--- src/rtl/uart_rx_core.sv ---
// -----------------------------------------------------------------------------
// uart_rx_core
//
// UART receiver for the board's serial input. The frame format is 8N1, LSB
// first, and the baud rate is fixed by DIV. The receiver synchronises the pin,
// validates the start bit and samples each data bit at mid-period. It then
// checks the stop bit and holds one good byte for the bus-side UART register
// block. The CPU releases that byte with rx_ack.
//
// Parameters
//   DIV       clock cycles per bit (legal 4..65535)
//   CNT_W     width of the baud counter, must hold DIV-1
//
// Ports
//   clk_in    in   1  system clock, rising edge
//   sys_rstn  in   1  asynchronous, active-low reset
//   uart_rxd  in   1  serial line, idle high, asynchronous to clk_in
//   rx_ack    in   1  one-cycle pulse: byte consumed; clears rx_valid,
//                     frame_err, overrun
//   rx_data   out  8  last good byte, stable while rx_valid=1
//   rx_valid  out  1  holding register full
//   frame_err out  1  sticky: stop bit sampled low
//   overrun   out  1  sticky: good byte arrived while rx_valid=1, no rx_ack
//   rx_busy   out  1  receiver FSM not idle
// -----------------------------------------------------------------------------
module uart_rx_core #(
    parameter int unsigned DIV   = 217,
    parameter int unsigned CNT_W = 16
) (
    input  logic       clk_in,
    input  logic       sys_rstn,
    input  logic       uart_rxd,
    input  logic       rx_ack,
    output logic [7:0] rx_data,
    output logic       rx_valid,
    output logic       frame_err,
    output logic       overrun,
    output logic       rx_busy
);

    typedef enum logic [2:0] {
        S_IDLE,
        S_START,
        S_DATA,
        S_STOP,
        S_WAIT_HI
    } state_t;

    // Terminal counts. The start bit is checked at its middle. Every later
    // sample then falls one full bit period after the previous one.
    localparam logic [CNT_W-1:0] HALF_LAST = CNT_W'(DIV / 2 - 1);
    localparam logic [CNT_W-1:0] BIT_LAST  = CNT_W'(DIV - 1);

    logic             rx_meta;
    logic             rxs;
    state_t           state;
    logic [CNT_W-1:0] cnt;
    logic [2:0]       bit_idx;
    logic [7:0]       shreg;
    logic             load_pend;

    // Two-flop synchroniser. Both stages reset to the idle line level, so
    // reset does not look like a start bit unless the pin is actually low.
    // NOTE: every flop in this design, including the data holding register,
    // has a reset value, so outputs are defined immediately after reset.
    always_ff @(posedge clk_in or negedge sys_rstn) begin
        if (!sys_rstn) begin
            rx_meta <= 1'b1;
            rxs     <= 1'b1;
        end else begin
            // NOTE: non-blocking assignments make the second stage take the
            // previous value of the first stage, which forms a true two-flop
            // chain.
            rx_meta <= uart_rxd;
            rxs     <= rx_meta;
        end
    end

    // Receive FSM plus the holding register. Everything is in one process
    // so that the priority between ack clears and flag sets is visible.
    // Clears are written first. The sets further down override them, so a
    // flag set in the same cycle as rx_ack stays set.
    always_ff @(posedge clk_in or negedge sys_rstn) begin
        if (!sys_rstn) begin
            state     <= S_IDLE;
            cnt       <= '0;
            bit_idx   <= '0;
            shreg     <= '0;
            load_pend <= 1'b0;
            rx_data   <= '0;
            rx_valid  <= 1'b0;
            frame_err <= 1'b0;
            overrun   <= 1'b0;
            rx_busy   <= 1'b0;
        end else begin
            // Holding register. A byte validated on the previous edge is
            // loaded now. The load wins over a simultaneous ack.
            if (load_pend) begin
                load_pend <= 1'b0;
                if (!rx_valid || rx_ack) begin
                    rx_data  <= shreg;
                    rx_valid <= 1'b1;
                end else begin
                    overrun  <= 1'b1;    // new byte dropped, rx_data kept
                end
            end else if (rx_ack) begin
                rx_valid  <= 1'b0;
                frame_err <= 1'b0;
                overrun   <= 1'b0;
            end

            case (state)
                S_IDLE: begin
                    if (!rxs) begin
                        state   <= S_START;
                        cnt     <= '0;
                        rx_busy <= 1'b1;
                    end
                end

                S_START: begin
                    if (cnt == HALF_LAST) begin
                        cnt <= '0;
                        if (rxs) begin
                            // The line is high again at mid-start, so the
                            // low was a glitch. Drop it silently.
                            state   <= S_IDLE;
                            rx_busy <= 1'b0;
                        end else begin
                            state   <= S_DATA;
                            bit_idx <= '0;
                        end
                    end else begin
                        cnt <= cnt + CNT_W'(1);
                    end
                end

                S_DATA: begin
                    if (cnt == BIT_LAST) begin
                        cnt   <= '0;
                        // Each bit enters at the MSB and moves right, so the
                        // first bit received (the LSB) ends up in shreg[0].
                        shreg <= {rxs, shreg[7:1]};
                        if (bit_idx == 3'd7) begin
                            state <= S_STOP;
                        end else begin
                            bit_idx <= bit_idx + 3'd1;
                        end
                    end else begin
                        cnt <= cnt + CNT_W'(1);
                    end
                end

                S_STOP: begin
                    if (cnt == BIT_LAST) begin
                        cnt <= '0;
                        if (rxs) begin
                            // Return to IDLE at once so that a back-to-back
                            // start edge is seen on the very next cycle.
                            load_pend <= 1'b1;
                            state     <= S_IDLE;
                            rx_busy   <= 1'b0;
                        end else begin
                            frame_err <= 1'b1;
                            state     <= S_WAIT_HI;
                        end
                    end else begin
                        cnt <= cnt + CNT_W'(1);
                    end
                end

                S_WAIT_HI: begin
                    // A break holds the line low. Wait for it to end so the
                    // break gives one frame error, not one per bit period.
                    if (rxs) begin
                        state   <= S_IDLE;
                        rx_busy <= 1'b0;
                    end
                end

                default: begin
                    state   <= S_IDLE;
                    rx_busy <= 1'b0;
                end
            endcase
        end
    end

endmodule

--- config.mk ---
export PLATFORM = sky130hd
export DESIGN_NAME = uart_rx_core
export DESIGN_NICKNAME = d
export VERILOG_FILES = /design/src/rtl/uart_rx_core.sv
export SDC_FILE = /design/constraint.sdc
export NUM_CORES = 1
export LEC_CHECK = 0
export BUFFER_PORTS_ARGS = -buffer_cell sky130_fd_sc_hd__buf_2
export CORE_ASPECT_RATIO = 1.4
export CORE_MARGIN = 2
export CORE_UTILIZATION = 45
export CTS_CLUSTER_DIAMETER = 100
export CTS_CLUSTER_SIZE = 28
export DETAILED_ROUTE_END_ITERATION = 6
export GPL_ROUTABILITY_DRIVEN = 0
export PLACE_DENSITY = 0.6
export SYNTH_ARGS = -nofsm -noshare
export SYNTH_HDL_FRONTEND = slang
export SYNTH_SLANG_ARGS = --single-unit
--- constraint.sdc ---
create_clock -name clk_in -period 4.11 [get_ports clk_in]
set_input_delay 0.822 -clock clk_in [delete_from_list [all_inputs] [get_ports clk_in]]
set_output_delay 0.822 -clock clk_in [all_outputs]
set_load 0.05 [all_outputs]
Word level (Yosys, flattened, before mapping)
Cells that the tools add are included.
{"block": "op_classes", "addsub": 2, "n_eq_ne": 17, "muxes": 36, "n_bitwise": 1, "n_reduce_logical": 15}
{"op": "2-to-1 mux 16 bit", "n": 3}
{"op": "one-hot mux 16 bit (3 select lines)", "n": 1}
{"op": "2-to-1 mux 3 bit", "n": 11}
{"op": "!= test 2 bit (second input constant)", "n": 9}
{"op": "2-to-1 mux 1 bit", "n": 17}
{"op": "adder 16 x 1 -> 16 bit (second input constant)", "n": 1}
{"op": "== test 16 x 7 -> 1 bit (second input constant)", "n": 1}
{"op": "== test 16 x 8 -> 1 bit (second input constant)", "n": 1}
{"op": "one-hot mux 3 bit (5 select lines)", "n": 1}
{"op": "AND reduction 2 bit", "n": 5}
{"op": "== test 3 x 2 -> 1 bit (second input constant)", "n": 2}
{"op": "== test 3 bit (second input constant)", "n": 2}
{"op": "one-hot mux 3 bit (2 select lines)", "n": 1}
{"op": "AND reduction 6 bit", "n": 1}
{"op": "one-hot mux 1 bit (5 select lines)", "n": 1}
{"op": "AND reduction 5 bit", "n": 1}
{"op": "AND reduction 4 bit", "n": 1}
{"op": "nonzero test 2 bit", "n": 2}
{"op": "adder 3 x 1 -> 3 bit (second input constant)", "n": 1}
{"op": "== test 3 x 1 -> 1 bit (second input constant)", "n": 1}
{"op": "logical NOT 3 bit", "n": 1}
{"op": "nonzero test 3 bit", "n": 1}
{"op": "2-to-1 mux 2 bit", "n": 1}
{"op": "!= test 2 x 1 -> 1 bit (second input constant)", "n": 1}
{"op": "other kinds (4)", "n": 4}
{"block": "totals", "regBits": 45, "input_bits": 4, "out_inout_bits": 12, "elab_cells": 83}

Logic depth before layout (Yosys ltp)
{"block": "depth", "depth_word": 5, "ltp_mapped": 8, "depth_no_buf": 7}

Worst setup path before layout
OpenSTA, ideal clock, no wires.
{"block": "synth_timing", "path_type": "reg2reg", "start": "register cnt[0]", "end": "register shreg[0]", "t_arrival_ns": 1.615, "slack_ns": 2.371, "path_stages_with_launch": 8, "path_buffers": 1, "synth_period_minus_slack_ns": 1.739, "cell_sequence": "dfrtp_1 inv_1 ha_1 and3_1 and4_2 buf_2 nand2_2 mux2_2"}
{"block": "synth_between", "elab_chain_cells": 2}
{"element": "start: declaration", "line_no": "57", "rtl": "logic [CNT_W-1:0] cnt;"}
{"element": "start signal: assignment", "line_no": "134", "rtl": "cnt <= cnt + CNT_W'(1);"}
{"element": "start signal: assignment", "line_no": "150", "rtl": "cnt <= cnt + CNT_W'(1);"}
{"element": "start signal: assignment", "line_no": "168", "rtl": "cnt <= cnt + CNT_W'(1);"}
{"element": "== test 16 x 8 -> 1 bit", "line_no": "139", "rtl": "if (cnt == BIT_LAST) begin"}
{"element": "AND reduction 2 bit (no line)"}
{"element": "end signal: assignment", "line_no": "143", "rtl": "shreg <= {rxs, shreg[7:1]};"}
{"element": "end: declaration", "line_no": "59", "rtl": "logic [7:0] shreg;"}
No other way between the ends.
A chain may end at the register's enable or synchronous reset.

Worst setup path in the final report
{"block": "layout_timing", "start": "register state[0]", "end": "register cnt[5]"}
{"block": "layout_between", "elab_chain_cells": 4, "elab_cells_between_ends": 9, "classes_between": "4 x eq/ne; 1 x mux; 4 x reduce/logical"}
{"element": "start: declaration", "line_no": "56", "rtl": "state_t state;"}
{"element": "start signal: assignment", "line_no": "85", "rtl": "state <= S_IDLE;"}
{"element": "start signal: assignment", "line_no": "115", "rtl": "state <= S_START;"}
{"element": "start signal: assignment", "line_no": "127", "rtl": "state <= S_IDLE;"}
{"element": "== test 3 x 2 -> 1 bit", "line_no": "112", "rtl": "case (state)"}
{"element": "OR reduction 2 bit (no line)"}
{"element": "nonzero test 3 bit (no line)"}
{"element": "AND reduction 2 bit (no line)"}
Several ways; a longest one is shown, not always the timed one.

==> results.toml <==
[floorplan]
io_pins = 16
die_area_sq_um = 5612
core_sq_um = 4842
die_h_um = 87.85
floorplan.rows = 30
start_util = 0.4667
die_x_um = 63.89

[logic_synthesis]
ys_types = 46
yosys_warnings = 0
synth_largest_area_cell = "dfrtp_1"
synth_nets = 214
ys_async_sr_fraction = 1.000
synth_edf_count = 0
synthCells = 206
synth.most_common_cell = "dfrtp_1"
netlist_area_sq_um = 2260
synthTopCellsByArea = "dfrtp_1, mux2_2, nand2_1, nand3_1, o21ai_0"
synth_common_cells = "dfrtp_1, mux2_2, nand2_1"
synth_seq_cells = 45
syn-mean-instance-area_sq_um = 10.97
seq_area_frac_synth = 0.4994
synth_top_area_share = 0.4762
ys.flop_type = "dfrtp_1"

[cts]
cts_max_path_buffers = 2
clkTransAtPathRegs_ns = 0.08
ctsHoldBuffers = 0
worst_skew_pair.late_latency_ns = 0.30
cts_max_level = 2
cts-resized-gates = 0
cts_buffers = 5
cts_setup_buffers = 0
cts_tree = "built"
cts.root.buffer_cell = "clkbuf_8"
numClockSinks = 45

[drt]
vias = 1642
firstDrtPassIters = 4
finalWirelength_um = 4202
drc = 0
vias_per_cell = 5.761
ant_nets = 0
drtIter0Drc = 69
wire_per_inst_um = 14.74

[sta]
fmax_ghz = 0.4682
tightest_slew_ns = 1.002
fin_crit_ns = 2.136
fin_crit_sh = 0.5197
report.final.slew_viol_count = 0
relSlewSlack = 0.3321
setup_ws_ns = 1.974
fin_worst_skew_ns = 0.005230
fin_tns_setup_ns = 0
setup_viol = 0
hold_viol_final = 0
rsz0062_at_grt = "false"

[global_route]
first_global_vias = 1601
met2_usage = 0.2926
busiest_layer = "met2"
grt_max_degree = 46
grt_use_total = 0.1650
gr-total-overflow = 0
met3_usage = 0.03599
antenna_found_initial = 0
gr-usage-met1 = 0.1919
grt_pass1_wl_um = 7369

[power]
peakVddDrop_uv = 160.4
p_leak_nw = 1.255
power_density_nw_per_um2 = 323.3

[final_layout]
num_antenna_cells = 0
area_growth_syn_to_layout_pct = 10.08
drive_gt1_frac = 0.2534
final_util = 0.5137
stdcell_count = 285
fin_nets = 228

[place]
hpwl_um = 2943
portBuffers = 15
dp.cells = 277
dp_slack_ns = 1.987

[critical_path]
required_ns = 4.30
worstPathMaxFanout = 14
cp.arrival_ns = 2.33
end_kind = "flop"
startpoint_type = "flop"
crit_type = "flop to flop"

[hold_path]
hold_path.class = "flop to flop"

[status]
outcome = "finished, final reports clean"

[job]
drv_cap = 0
[through the flow]
stage	power, mW	cell area, sq um	hold WS [ns]
floorplan	0.4562	2260	0.3452
global placement	0.4666	2367	0.3456
CTS	0.8180	2487	0.3617
detailed placement	0.4672	2367	0.3492
finish	0.8043	2487	0.3595
global route	0.8343	2487	0.3660
[worst max-delay path, stage by stage (launching register included)]
cell	delay, ns
dfrtp_1	0.59
nor2_1	0.14
a21oi_1	0.82
o21ai_0	0.21
a22o_1	0.28
[area by class of cell]
| cell class | instances | area [sq um] |
|---|---|---|
| Clock buffer | 6 | 82.58 |
| Clock inverter | 2 | 37.54 |
| Fill cell | 445 | 2355 |
| Inverter | 6 | 22.52 |
| Multi-Input combinational cell | 147 | 1061 |
| Sequential cell | 45 | 1129 |
| Tap cell | 64 | 80.08 |
| Timing Repair Buffer | 15 | 75.07 |
[state kept, by name (all words and copies together), names as in the netlist]
| signal | flops |
|---|---|
| load_pend | 1 |
| frame_err | 1 |
| rxs | 1 |
| bit_idx | 3 |
| rx_data | 8 |
| cnt | 16 |
| rx_meta | 1 |
| rx_valid | 1 |
| overrun | 1 |
| rx_busy | 1 |
| shreg | 8 |
| state | 3 |
[placed cells by master (no fill, tap or decap), types with 4 or more instances in the layout]
cell	n
buf_2	15
o21ai_0	11
nand3_1	11
nand2_1	17
ha_1	4
inv_1	6
nor3_1	5
a21oi_1	8
nor3b_1	4
a31oi_1	6
a22o_1	4
dfrtp_1	43
mux2_2	17
a21o_1	6
nor2_1	9
clkbuf_8	6
and3_1	5
o21ai_1	5
[power by group]
| part | internal [mW] | switching [mW] | total, mW |
|---|---|---|---|
| clock | 0.198 | 0.149 | 0.347 |
| sequential | 0.444 | 0.00143 | 0.446 |
| combinational | 0.00196 | 0.0101 | 0.0121 |
[layer usage]
layer	vias to the layer above	wire length (um)
li1	788	-
met1	812	1843
met2	35	2130
met3	7	158
met4	0	70
met5	-	0
[kinds of logic (layout without fill, tap and decap cells)]
kind of cell             count (synthesis)  count (layout)  synth area share
multiplexers                            19              19           0.09358
XOR/XNOR                                 3               3           0.01163
AO/OA/AOI/OAI                           50              50            0.1495
AND/OR/NAND/NOR                         71              71            0.1927
adder cells (fa/ha/maj)                  4               4           0.02215
flip-flops                              45              45            0.4994
buffers and inverters                   14              29           0.03100
[worst paths after layout]
kind | startpoint | endpoint | slack [ns] | depth (start not counted)
max | state[0] | cnt[5] | 1.97 | 4
min | rx_meta | rxs | 0.36 | 0
max reg2reg | state[0] | cnt[5] | 1.97 | 4
min reg2reg | rx_meta | rxs | 0.36 | 0
max in group asynchronous | sys_rstn | cnt[9] | 2.83 | 1
min in group asynchronous | sys_rstn | bit_idx[2] | 0.68 | 1
Note: power is estimated with default switching activity, not from simulation.
